$ cat config.mk
export PLATFORM = sky130hd
export DESIGN_NAME = multicycle_ctrl_fsm
export DESIGN_NICKNAME = d
export VERILOG_FILES = /design/src/rtl/multicycle_ctrl_fsm.sv
export SDC_FILE = /design/constraint.sdc
export NUM_CORES = 1
export LEC_CHECK = 0
export ABC_AREA = 1
export CAP_MARGIN = 20
export CORE_ASPECT_RATIO = 1.75
export CORE_UTILIZATION = 29
export CTS_CLUSTER_SIZE = 30
export DETAILED_ROUTE_END_ITERATION = 10
export GPL_TIMING_DRIVEN = 0
export PLACE_DENSITY = 0.65
export RECOVER_POWER = 100
export SLEW_MARGIN = 20
export SYNTH_ARGS = -nofsm -noshare
export SYNTH_HDL_FRONTEND = slang
export SYNTH_SLANG_ARGS = --single-unit
export TNS_END_PERCENT = 30
$ cat constraint.sdc
create_clock -name clk -period 1.75 [get_ports clk]
set_input_delay 0.35 -clock clk [delete_from_list [all_inputs] [get_ports clk]]
set_output_delay 0.35 -clock clk [all_outputs]
set_load 0.01 [all_outputs]
$ cat src/rtl/multicycle_ctrl_fsm.sv
// multicycle_ctrl_fsm: main control FSM of the multicycle RV32 core.
// Drives the datapath mux selects and enables from the IR decode fields,
// waits on a variable-latency memory and a multi-cycle mul/div unit, and
// traps on illegal opcodes or on a memory that never answers.
//
// Handshakes (valid/ready style):
//   mem_req is held high for every cycle of FETCH, MEMREAD and MEMWRITE; a
//   transfer completes in the cycle mem_req=1 and mem_ready=1, and the FSM
//   moves on at the following edge. md_start is a one-cycle command; md_done
//   marks the single cycle in which the mul/div result is valid.
//
// Debug encoding of state_o: 0 IDLE, 1 FETCH, 2 DECODE, 3 EXEC_R, 4 EXEC_I,
// 5 EXEC_RC, 6 EXEC_IC, 7 AUIPC, 8 JAL, 9 LUI, 10 MEMADR, 11 MEMREAD,
// 12 MEMWRITE, 13 MEMWB, 14 ALUWB, 15 BRANCH, 16 MD_START, 17 MD_WAIT, 18 TRAP.
//
// Optional feature macro RETIRE_CNT_EN: when defined, `retired` counts retired
// instructions (wrapping); when undefined, `retired` is tied to 0.
module multicycle_ctrl_fsm #(
  parameter int MEM_TIMEOUT = 16,
  parameter int CNT_W       = 32
) (
  input  logic             clk,
  input  logic             reset,
  input  logic             run,
  input  logic             step_mode,
  input  logic [6:0]       op,
  input  logic             funct7_0,
  input  logic             mem_ready,
  input  logic             md_done,
  output logic             pc_update,
  output logic             branch,
  output logic             mem_req,
  output logic             mem_write,
  output logic             ir_write,
  output logic             reg_write,
  output logic             adr_src,
  output logic             sel_size,
  output logic             md_start,
  output logic             md_sel,
  output logic [1:0]       alu_src_a,
  output logic [1:0]       alu_src_b,
  output logic [1:0]       result_src,
  output logic [1:0]       alu_op,
  output logic             done,
  output logic [1:0]       trap_cause,
  output logic [4:0]       state_o,
  output logic [CNT_W-1:0] retired
);

  typedef enum logic [4:0] {
    S_IDLE     = 5'd0,  S_FETCH    = 5'd1,  S_DECODE   = 5'd2,
    S_EXEC_R   = 5'd3,  S_EXEC_I   = 5'd4,  S_EXEC_RC  = 5'd5,
    S_EXEC_IC  = 5'd6,  S_AUIPC    = 5'd7,  S_JAL      = 5'd8,
    S_LUI      = 5'd9,  S_MEMADR   = 5'd10, S_MEMREAD  = 5'd11,
    S_MEMWRITE = 5'd12, S_MEMWB    = 5'd13, S_ALUWB    = 5'd14,
    S_BRANCH   = 5'd15, S_MD_START = 5'd16, S_MD_WAIT  = 5'd17,
    S_TRAP     = 5'd18
  } state_t;

  localparam logic [6:0] OP_R      = 7'b0110011;
  localparam logic [6:0] OP_I      = 7'b0010011;
  localparam logic [6:0] OP_LOAD   = 7'b0000011;
  localparam logic [6:0] OP_STORE  = 7'b0100011;
  localparam logic [6:0] OP_JALR   = 7'b1100111;
  localparam logic [6:0] OP_JAL    = 7'b1101111;
  localparam logic [6:0] OP_LUI    = 7'b0110111;
  localparam logic [6:0] OP_AUIPC  = 7'b0010111;
  localparam logic [6:0] OP_RC     = 7'b0110001;
  localparam logic [6:0] OP_IC     = 7'b0010001;
  localparam logic [6:0] OP_BRANCH = 7'b1100011;

  localparam logic [1:0] CAUSE_ILLEGAL = 2'b01;
  localparam logic [1:0] CAUSE_BUS     = 2'b10;

  // Wait counter only has to reach MEM_TIMEOUT-1; with the timeout disabled
  // it is free to wrap because nothing looks at it.
  localparam int WCNT_W = (MEM_TIMEOUT > 1) ? $clog2(MEM_TIMEOUT) : 1;

  state_t              state, state_n;
  logic                retire;
  logic [1:0]          trap_set;
  logic [WCNT_W-1:0]   wait_cnt;
  logic                mem_wait;
  logic                timeout;

  assign mem_wait = (state == S_FETCH) || (state == S_MEMREAD) || (state == S_MEMWRITE);
  // A ready in the timeout cycle still wins: timeout requires mem_ready=0.
  assign timeout  = (MEM_TIMEOUT != 0) && mem_wait && !mem_ready &&
                    (wait_cnt == WCNT_W'(MEM_TIMEOUT - 1));
  assign state_o  = state;

  // State register, sticky trap cause and per-access wait counter.
  always_ff @(posedge clk or posedge reset) begin
    if (reset) begin
      state      <= S_IDLE;
      trap_cause <= 2'b00;
      wait_cnt   <= '0;
    end else begin
      state <= state_n;
      if (trap_set != 2'b00) trap_cause <= trap_set;
      // Staying in a memory wait state means the access did not complete;
      // any other transition (including entry) restarts the count.
      if (mem_wait && (state_n == state)) wait_cnt <= wait_cnt + 1'b1;
      else                                wait_cnt <= '0;
    end
  end

`ifdef RETIRE_CNT_EN
  logic [CNT_W-1:0] retired_q;

  // Retired-instruction counter, wrapping at 2^CNT_W.
  always_ff @(posedge clk or posedge reset) begin
    if (reset)       retired_q <= '0;
    else if (retire) retired_q <= retired_q + 1'b1;
  end
  assign retired = retired_q;
`else
  assign retired = '0;
`endif

  // Next-state selection, retire detection and trap cause capture.
  always_comb begin
    state_n  = state;
    retire   = 1'b0;
    trap_set = 2'b00;
    case (state)
      S_IDLE:   if (run) state_n = S_FETCH;
      S_FETCH: begin
        if (mem_ready)    state_n = S_DECODE;
        else if (timeout) begin state_n = S_TRAP; trap_set = CAUSE_BUS; end
      end
      S_DECODE: begin
        case (op)
          OP_R:                      state_n = funct7_0 ? S_MD_START : S_EXEC_R;
          OP_I:                      state_n = S_EXEC_I;
          OP_LOAD, OP_STORE, OP_JALR: state_n = S_MEMADR;
          OP_JAL:                    state_n = S_JAL;
          OP_LUI:                    state_n = S_LUI;
          OP_AUIPC:                  state_n = S_AUIPC;
          OP_RC:                     state_n = S_EXEC_RC;
          OP_IC:                     state_n = S_EXEC_IC;
          OP_BRANCH:                 state_n = S_BRANCH;
          default: begin state_n = S_TRAP; trap_set = CAUSE_ILLEGAL; end
        endcase
      end
      S_EXEC_R, S_EXEC_I, S_EXEC_RC, S_EXEC_IC, S_AUIPC, S_JAL: state_n = S_ALUWB;
      S_MEMADR: begin
        case (op)
          OP_LOAD:  state_n = S_MEMREAD;
          OP_STORE: state_n = S_MEMWRITE;
          OP_JALR:  state_n = S_JAL;
          default: begin state_n = S_TRAP; trap_set = CAUSE_ILLEGAL; end
        endcase
      end
      S_MEMREAD: begin
        if (mem_ready)    state_n = S_MEMWB;
        else if (timeout) begin state_n = S_TRAP; trap_set = CAUSE_BUS; end
      end
      S_MEMWRITE: begin
        if (mem_ready)    retire = 1'b1;
        else if (timeout) begin state_n = S_TRAP; trap_set = CAUSE_BUS; end
      end
      S_MEMWB, S_ALUWB, S_LUI, S_BRANCH: retire = 1'b1;
      S_MD_START: state_n = S_MD_WAIT;
      S_MD_WAIT:  if (md_done) retire = 1'b1;
      S_TRAP:     state_n = S_TRAP;
      default:    state_n = S_IDLE;
    endcase
    if (retire) state_n = step_mode ? S_IDLE : S_FETCH;
  end

  // Datapath controls: Moore per state, except the fetch-time IR/PC writes
  // and the mul/div write-back, which follow their completion inputs.
  always_comb begin
    pc_update  = 1'b0;
    branch     = 1'b0;
    mem_req    = 1'b0;
    mem_write  = 1'b0;
    ir_write   = 1'b0;
    reg_write  = 1'b0;
    adr_src    = 1'b0;
    sel_size   = 1'b0;
    md_start   = 1'b0;
    md_sel     = 1'b0;
    alu_src_a  = 2'b00;
    alu_src_b  = 2'b00;
    result_src = 2'b00;
    alu_op     = 2'b00;
    done       = 1'b0;
    case (state)
      S_IDLE, S_TRAP: done = 1'b1;
      S_FETCH: begin
        mem_req    = 1'b1;
        sel_size   = 1'b1;
        alu_src_b  = 2'b10;
        result_src = 2'b10;
        ir_write   = mem_ready;
        pc_update  = mem_ready;
      end
      S_DECODE:   begin alu_src_a = 2'b01; alu_src_b = 2'b01; end
      S_EXEC_R:   begin alu_src_a = 2'b10; alu_op = 2'b10; end
      S_EXEC_I:   begin alu_src_a = 2'b10; alu_src_b = 2'b01; alu_op = 2'b10; end
      S_EXEC_RC:  begin alu_src_a = 2'b10; alu_op = 2'b11; end
      S_EXEC_IC:  begin alu_src_a = 2'b10; alu_src_b = 2'b01; alu_op = 2'b11; end
      S_AUIPC:    begin alu_src_a = 2'b01; alu_src_b = 2'b01; end
      S_JAL:      begin alu_src_a = 2'b01; alu_src_b = 2'b10; pc_update = 1'b1; end
      S_MEMADR:   begin alu_src_a = 2'b10; alu_src_b = 2'b01; end
      S_MEMREAD:  begin mem_req = 1'b1; adr_src = 1'b1; sel_size = 1'b1; end
      S_MEMWRITE: begin mem_req = 1'b1; mem_write = 1'b1; adr_src = 1'b1; sel_size = 1'b1; end
      S_MEMWB:    begin result_src = 2'b01; reg_write = 1'b1; end
      S_ALUWB:    reg_write = 1'b1;
      S_LUI:      begin result_src = 2'b11; reg_write = 1'b1; end
      S_BRANCH:   begin alu_src_a = 2'b10; alu_op = 2'b01; branch = 1'b1; end
      S_MD_START: md_start = 1'b1;
      S_MD_WAIT:  begin md_sel = 1'b1; reg_write = md_done; end
      default:    done = 1'b0;
    endcase
  end

endmodule
# Word-level counts from Yosys, hierarchy flattened
# Index checks and enable logic that the tools add are counted.
word_totals:
  reg_bits: 11
  in_bits: 14
  out_inout_bits: 58
op_classes:
  addsub: 1
  eq_ne: 31
  mux: 34
  reduce_logical: 23
ops:
  columns: ["operator", "n"]
  rows:
  - ["case mux 5 bit (10 select lines)", 1]
  - ["case mux 5 bit (9 select lines)", 1]
  - ["equality test 5 x 4 -> 1 bit, second input constant", 8]
  - ["2-to-1 mux 5 bit", 7]
  - ["equality test 7 x 6 -> 1 bit, second input constant", 4]
  - ["equality test 7 x 5 -> 1 bit, second input constant", 3]
  - ["equality test 7 bit, second input constant", 3]
  - ["equality test 5 x 3 -> 1 bit, second input constant", 4]
  - ["case mux 2 bit (3 select lines)", 3]
  - ["equality test 5 bit, second input constant", 3]
  - ["case mux 5 bit (3 select lines)", 1]
  - ["2-to-1 mux 1 bit", 13]
  - ["OR reduction 3 bit", 4]
  - ["OR reduction 6 bit", 2]
  - ["OR reduction 11 bit", 1]
  - ["equality test 5 x 2 -> 1 bit, second input constant", 2]
  - ["OR reduction 2 bit", 5]
  - ["OR reduction 5 bit", 2]
  - ["case mux 2 bit (2 select lines)", 2]
  - ["equality test 7 x 2 -> 1 bit, second input constant", 1]
  - ["equality test 5 x 1 -> 1 bit, second input constant", 1]
  - ["equality test 5 bit", 1]
  - ["logical NOT 5 bit", 1]
  - ["adder 4 x 1 -> 4 bit, second input constant", 1]
  - ["10 further kinds", 15]

# Depth between registers and ports, before layout
# Gate-level depths: netlist of the first run.
depth:
  depth_word: 12
  ltp_mapped: 17
  depth_no_buf: 16

# Worst setup path after synthesis of the first run
# OpenSTA, ideal clock, no wires.
synth_timing:
  path_kind: "register to register"
  startpoint: "register state[3] (netlist: state_o[3])"
  endpoint: "register wait_cnt[0]"
  setup_time_ns: 0.071
  arrival_time_ns: 1.712
  required_time_ns: 1.679
  setup_slack_ns: -0.034
  path_stages_with_launch: 13
  path_cell_list: "dfrtp_1 > buf_4 > nor2_2 > inv_2 > nor3_4 > nand2_1 > o21ai_1 > nor2_4 > nand3_1 > nand3_1 > nor2_2 > nand2_2 > nor2_1"
synth_via:
  elab_chain_len: 12
synth_lines:
  columns: ["element", "line", "source"]
  rows:
  - ["start, declared", "79", "state_t state, state_n;"]
  - ["start signal, assigned", "99", "state <= state_n;"]
  - ["equality test 5 x 1 -> 1 bit or equality test 5 x 4 -> 1 bit (tied branches)", "86, 126", null]
  - ["logical OR 1 bit (2 in series)", "86", "assign mem_wait = (state == S_FETCH) || (state == S_MEMREAD) || (state == S_MEMWRITE);"]
  - ["logical AND 1 bit (2 in series)", "88", "assign timeout = (MEM_TIMEOUT != 0) && mem_wait && !mem_ready &&"]
  - ["2-to-1 mux 5 bit", "130, 157, 161", null]
  - ["2-to-1 mux 5 bit, on equally long branches", "160, 129, 156", null]
  - ["case mux 5 bit (10 select lines)", "126", "case (state)"]
  - ["2-to-1 mux 5 bit", "169", "if (retire) state_n = step_mode ? S_IDLE : S_FETCH;"]
  - ["equality test 5 bit", "103", "if (mem_wait && (state_n == state)) wait_cnt <= wait_cnt + 1'b1;"]
  - ["logical AND 1 bit *", "103", null]
  - ["2-to-1 mux 4 bit *", "103", null]
  - ["end signal, assigned", "103", null]
  - ["end, declared", "82", "logic [WCNT_W-1:0] wait_cnt;"]
# Every way passes the cells marked *; elsewhere a longest branch is shown, timed or not.
# A chain may end at the register's enable or synchronous reset.

# Worst setup path in the final report of the first run
layout_timing:
  startpoint: "register state[0] (netlist: state_o[0])"
  endpoint: "register wait_cnt[0]"
# The elaborated chain is that of the path after synthesis.

==> flow_summary_export.csv, run 1 <==
group,metric,value,unit
logic_synthesis,synth_area,0.00160,mm²
logic_synthesis,avgSynthCellArea,5.89,µm²
drt,ant_nets,0,
logic_synthesis,synth_compound_area_frac,0.0502,
logic_synthesis,synth_cell_type_count,32,
critical_path,crit_start,"state_o[0]$_DFF_PP0_",
floorplan,core_area,0.00530,mm²
floorplan,rows,35,
logic_synthesis,synth_area_leaders,"nand2_1 (19%), dfrtp_1 (17%), buf_4 (16%)",
drt,drcViolationCount,0,
sta,hold_viol,0,
power,switching_share,0.514,
power,total_power,3.82,mW
clock_tree,clock_latency,0.23,ns
sta,tns,-3.33,ns
run_status,status,"finished, violations left",
critical_path,r2r_start,"state_o[0]$_DFF_PP0_",
worst_hold_path,worst_hold_path.num_cells,1,
final_layout,seqCellArea,280,µm²
run_status,violations,"setup timing",
logic_synthesis,synth_area_leader_cell,"nand2_1",
clock_tree,cts-buffers-inserted,3,
final_layout,final_cells,459,
sta,min_period,2.10,ns
grt,grt_pass1_wl,7990,µm
sta,post-route-period-util,1.20,
logic_synthesis,ys_warn_count,0,
grt,overflow,0,
final_layout,multi_input_area,0.00134,mm²
grt,busiest_layer,"met2",
power,p_leak,1.74,nW
critical_path,cp-end-kind,"flop",
grt,track_usage,0.173,
logic_synthesis,synth_top_area_share,0.188,
logic_synthesis,synthAdderAreaFrac,0.00784,
logic_synthesis,synth-simple-area-share,0.498,
floorplan,start_util,0.301,
logic_synthesis,synth_xor_area_frac,0.0110,
power,vdd_drop_max,0.882,mV
final_layout,n_antenna_cell,0,
critical_path,r2r_end,"wait_cnt[0]$_DFF_PP0_",
power,p_comb_frac,0.820,
final_layout,area_growth,81.0,%
job,maxCapViolations,0,
grt,grtUsageMet1,0.172,
power,p_switching,1.96,mW
final_layout,final_nets,401,
sta,setup_viol,21,
power,power_frac_clock,0.065,
placed_design,dp_cells,415,
logic_synthesis,synth_top_family_by_area,"simple AND/OR/NAND/NOR gates",
floorplan,die_w,58.1,µm
critical_path,worstSetupStartpointType,"flop",
placed_design,dpl_cell_area,0.00221,mm²
sta,finClkSkew,0.00409,ns
power,power_density,1320,mW/mm²
clock_tree,htreeDepth,1,
grt,grt_max_degree,12,
placed_design,dp_hpwl,3450,µm
floorplan,ios,72,
grt,gr-usage-met3,0.0322,
sta,max_freq,477,MHz
clock_tree,cts.sinks,11,
critical_path,critPathMaxFanout,6,
critical_path,crit_type,"flop to flop",
critical_path,rrSetupSlack,-0.35,ns
drt,initialDrtViolationCount,72,
drt,wl,5760,µm
grt,grt_pass1_vias,1832,
clock_tree,cts_root_buf,"clkbuf_8",
logic_synthesis,synth-seq-cells,11,
drt,vias,2042,
power,p_seq_frac,0.115,
placed_design,place_congestion,0.861,
critical_path,reg2reg_depth,13,
logic_synthesis,synthMuxAreaShare,0,
final_layout,drive_above_1_share,0.491,
worst_hold_path,min_to,"wait_cnt[0]$_DFF_PP0_",
grt,antenna_found_initial,0,
sta,grt_setup_unrepaired,"yes",
critical_path,required,1.92,ns
worst_hold_path,hold_start,"wait_cnt[0]$_DFF_PP0_",
sta,slew_violations,0,
critical_path,critPathArrivalTime,2.26,ns
final_layout,n_fill_cell,496,
clock_tree,tritoncts,"built",
worst_hold_path,min_path_type,"flop to flop",
final_layout,final_area,0.00289,mm²
drt,firstDrtPassIters,4,
power,internal-power,1.86,mW
logic_synthesis,synth-seq-area-share,0.172,
clock_tree,clock_path_buffers,2,
drt,avgViaCountPerCell,4.45,
placed_design,portBuffers,39,
logic_synthesis,synth_cells,271,
floorplan,dieArea,0.00582,mm²
clock_tree,clk_pin_slew_worst_paths,0.05,ns
grt,grt_util_met2,0.328,
floorplan,die_h,100,µm
final_layout,final_util,0.545,
drt,wire_per_inst,12.5,µm
sta,layout_setup_ws,-0.348,ns
==> sequential cells by signal, indices dropped and copies added, names as in the netlist <==
| name | flops |
|---|---|
| wait_cnt | 4 |
| trap_cause | 2 |
| state_o | 5 |
==> critical path, stage by stage, from the launching register on <==
cell	delay (ns)
dfrtp_2	0.48
inv_4	0.09
buf_12	0.13
nor2_4	0.16
nand3_4	0.13
nand3_4	0.14
nand2_4	0.09
nand2_1	0.11
nand3_1	0.16
nand3_1	0.10
nand3_1	0.09
nor2_2	0.13
nand2_2	0.10
nor2_2	0.11
==> how the worst max path moves through the flow <==
stage,end,slack (ns),depth (start not counted)
after floorplan,wait_cnt[0]$_DFF_PP0_,0.001,15
after global placement,wait_cnt[0]$_DFF_PP0_,-0.59,15
after detailed placement,wait_cnt[2]$_DFF_PP0_,-0.62,15
after CTS,wait_cnt[0]$_DFF_PP0_,-0.23,17
after global routing,wait_cnt[0]$_DFF_PP0_,-0.45,17
final,wait_cnt[0]$_DFF_PP0_,-0.35,13
==> stage by stage <==
stage | hold WS, ns | setup WS [ns]
CTS | 0.417 | -0.234
finish | 0.452 | -0.348
global route | 0.489 | -0.452
floorplan | 0.202 | 0.00140
global placement | 0.443 | -0.594
detailed placement | 0.451 | -0.623
==> power by group through the flow <==
| stage | clock, mW | combinational, mW | sequential, mW |
|---|---|---|---|
| after floorplan | 0 | 1.26 | 0.432 |
| after global placement | 0 | 1.95 | 0.444 |
| after detailed placement | 0 | 1.96 | 0.440 |
| after CTS | 0.254 | 2.53 | 0.438 |
| after global routing | 0.267 | 3.34 | 0.444 |
| final | 0.247 | 3.13 | 0.440 |
==> what timing repair did <==
item,in CTS,in global routing
endpoints found under the setup margin,28,32
hold buffers,0,0
resized for setup,108,78
setup buffers,25,17
pin swaps,11,19
==> cells in the mapped netlist <==
master / instances
xnor2_1: 1
o22ai_1: 2
nand2_4: 1
inv_1: 33
nand3_1: 19
nor3_1: 1
buf_4: 34
xor2_1: 1
a221oi_1: 1
clkinv_1: 1
nor3b_2: 1
conb_1: 1
inv_2: 6
nand2_1: 80
nor2_1: 43
nor2_4: 4
a21oi_2: 1
nand3_4: 1
nor2_2: 7
nand2_2: 5
ha_1: 1
dfrtp_1: 11
o21ai_0: 3
or3_1: 1
a21oi_1: 1
nand3_2: 5
nor3_4: 1
a41oi_1: 1
o21ai_1: 1
inv_4: 1
o2111ai_1: 1
o31ai_1: 1
==> layer usage <==
layer  vias up  share of wire  wire (µm)
li1        994              -          -
met1       918           0.34       1950
met2        97           0.55       3170
met3        33          0.057        329
met4         0          0.053        305
met5         -              0          0
==> cell families (layout without fill, tap and decap cells) <==
logic type	after synthesis	in the layout
compound gates	12	12
xor+xnor	2	2
fa+ha+maj	1	1
buf+inv	75	158
flops	11	11
other cells	1	32
simple gates	169	169
==> cell usage in the layout, fill, tap and decap left out, types with 3 or more instances in the layout <==
cell	instances
clkbuf_2	4
inv_2	6
dlymetal6s2s_1	6
nor2_1	23
nor2_4	21
clkdlybuf4s50_1	10
dfrtp_1	7
nand3_2	6
nand2_1	59
inv_4	4
buf_2	9
nand3_4	5
conb_1	32
nor2_2	10
buf_6	13
inv_1	29
buf_4	64
dfrtp_2	4
nand3_1	14
nand2_4	8
nand2_2	18
clkbuf_8	3
==> final cells by class <==
class | instances | share of cell area
timing repair buffer | 80 | 0.244
inverter | 41 | 0.0597
sequential | 11 | 0.0970
tap | 74 | 0.0320
multi-input combinational | 216 | 0.465
clock buffer | 4 | 0.0156
buffer | 33 | 0.0870
No activity file was read; power rests on OpenSTA's default activity.
==> inputs of run 2 (changes only) <==
--- a/config.mk
+++ b/config.mk
@@ -14,6 +14,7 @@
 export GPL_TIMING_DRIVEN = 0
 export PLACE_DENSITY = 0.65
 export RECOVER_POWER = 100
+export SKIP_CTS_REPAIR_TIMING = 1
 export SLEW_MARGIN = 20
 export SYNTH_ARGS = -nofsm -noshare
 export SYNTH_HDL_FRONTEND = slang
==> run 2 against run 1 <==
Effect of this change: the flow still finishes with violations (setup timing); routed wire length decreased by 16%; sequential cell count unchanged; worst hold slack improved by 0.00079 ns; largest cell class unchanged.
==> flow_summary_export.csv, run 2 (synthesis results as in run 1) <==
group,metric,value,unit
sta,slew_violations,0,
drt,avgViaCountPerCell,4.29,
critical_path,crit_start,"state_o[3]$_DFF_PP0_",
run_status,violations,"setup timing",
final_layout,n_fill_cell,531,
floorplan,rows,35,
critical_path,crit_type,"flop to output pin",
worst_hold_path,worst_hold_path.num_cells,1,
clock_tree,clock_path_buffers,2,
clock_tree,cts-buffers-inserted,3,
grt,overflow,0,
worst_hold_path,hold_start,"wait_cnt[0]$_DFF_PP0_",
critical_path,cp-end-kind,"output pin",
clock_tree,tritoncts,"built",
drt,initialDrtViolationCount,53,
placed_design,dp_hpwl,3450,µm
clock_tree,clock_latency,0.24,ns
grt,grt_max_degree,12,
grt,antenna_found_initial,0,
final_layout,final_nets,385,
job,maxCapViolations,0,
final_layout,layout_common_cells,"nand2_1 (60), buf_4 (55), conb_1 (32)",
sta,max_freq,485,MHz
drt,ant_nets,0,
grt,track_usage,0.149,
final_layout,drive_above_1_share,0.442,
final_layout,largest_reg_flops,5,
final_layout,layout_commonest_cell,"nand2_1",
power,vdd_drop_max,0.881,mV
sta,hold_ws,0.452,ns
placed_design,portBuffers,39,
final_layout,area_growth,72.0,%
sta,finClkSkew,0.00583,ns
clock_tree,htreeDepth,1,
floorplan,dieArea,0.00582,mm²
drt,vias,1902,
drt,firstDrtPassIters,4,
clock_tree,clk_pin_slew_worst_paths,0.05,ns
floorplan,die_h,100,µm
sta,min_period,2.06,ns
final_layout,n_antenna_cell,0,
floorplan,die_w,58.1,µm
sta,layout_setup_ws,-0.310,ns
floorplan,ios,72,
clock_tree,cts_root_buf,"clkbuf_8",
drt,wire_per_inst,11.0,µm
critical_path,worstSetupStartpointType,"flop",
floorplan,core_area,0.00530,mm²
critical_path,critPathArrivalTime,1.71,ns
power,power_density,1220,mW/mm²
sta,setup_viol,21,
drt,drcViolationCount,0,
run_status,status,"finished, violations left",
sta,post-route-period-util,1.18,
placed_design,place_congestion,0.861,
critical_path,crit_end,"branch",
grt,grt_pass1_wl,6960,µm
sta,grt_setup_unrepaired,"yes",
drt,wl,4850,µm
critical_path,r2r_start,"state_o[4]$_DFF_PP0_",
floorplan,start_util,0.301,
critical_path,r2r_end,"wait_cnt[0]$_DFF_PP0_",
power,p_leak,1.74,nW
worst_hold_path,min_path_type,"flop to flop",
sta,hold_viol,0,
critical_path,reg2reg_depth,15,
critical_path,required,1.40,ns
critical_path,critPathMaxFanout,8,
critical_path,rrSetupSlack,-0.23,ns
clock_tree,cts.sinks,11,
sta,tns,-2.50,ns
grt,grt_pass1_vias,1584,
## run 2: per-stage QoR
step	area [µm²]	utilization	instances	power [mW]	setup slack [ns]
floorplan	1720	-	302	1.69	0.00140
global placement	2210	0.416	415	2.40	-0.594
detailed placement	2210	0.416	415	2.40	-0.623
CTS	2250	0.425	419	2.67	-0.674
global route	2750	0.518	443	3.61	-0.412
finish	2750	0.518	443	3.36	-0.310
## run 2: critical path, cell delays in order (launching register included)
cell,delay (ns)
dfrtp_1,0.36
buf_6,0.16
nand2_4,0.06
nor2_4,0.19
nand2_2,0.11
inv_1,0.07
clkdlybuf4s50_1,0.52
## run 2: power breakdown
group | internal [mW] | leakage, nW | switching, mW | total, mW
registers | 0.323 | 0.137 | 0.157 | 0.480
clock network | 0.159 | 0.0228 | 0.0889 | 0.248
logic | 1.16 | 1.58 | 1.47 | 2.63
total | 1.64 | 1.74 | 1.71 | 3.36
## run 2: final cells by class
type	instances	area [µm²]	area share
Buffer	33	251	0.0916
Inverter	41	173	0.0629
Tap cell	74	92.6	0.0337
Clock buffer	4	45.0	0.0164
Sequential cell	11	280	0.102
Multi-Input combinational cell	216	1320	0.480
Timing Repair Buffer	64	586	0.213
## run 2: metal layers
layer	global-route usage	up-vias	routed length, µm
met5	0	-	0
met1	0.166	854	1710
li1	-	960	-
met4	0.0641	0	62
met2	0.272	78	2780
met3	0.0232	10	299
## run 2: worst min-delay path by stage
| stage | endpoint | slack [ns] |
|---|---|---|
| 3_5_place_dp | wait_cnt[0]$_DFF_PP0_ | 0.45 |
| 5_1_grt | wait_cnt[0]$_DFF_PP0_ | 0.49 |
| 2_1_floorplan | state_o[0]$_DFF_PP0_ | 0.20 |
| 6_report | wait_cnt[0]$_DFF_PP0_ | 0.45 |
| 4_1_cts | state_o[1]$_DFF_PP0_ | 0.42 |
| 3_3_place_gp | wait_cnt[0]$_DFF_PP0_ | 0.44 |
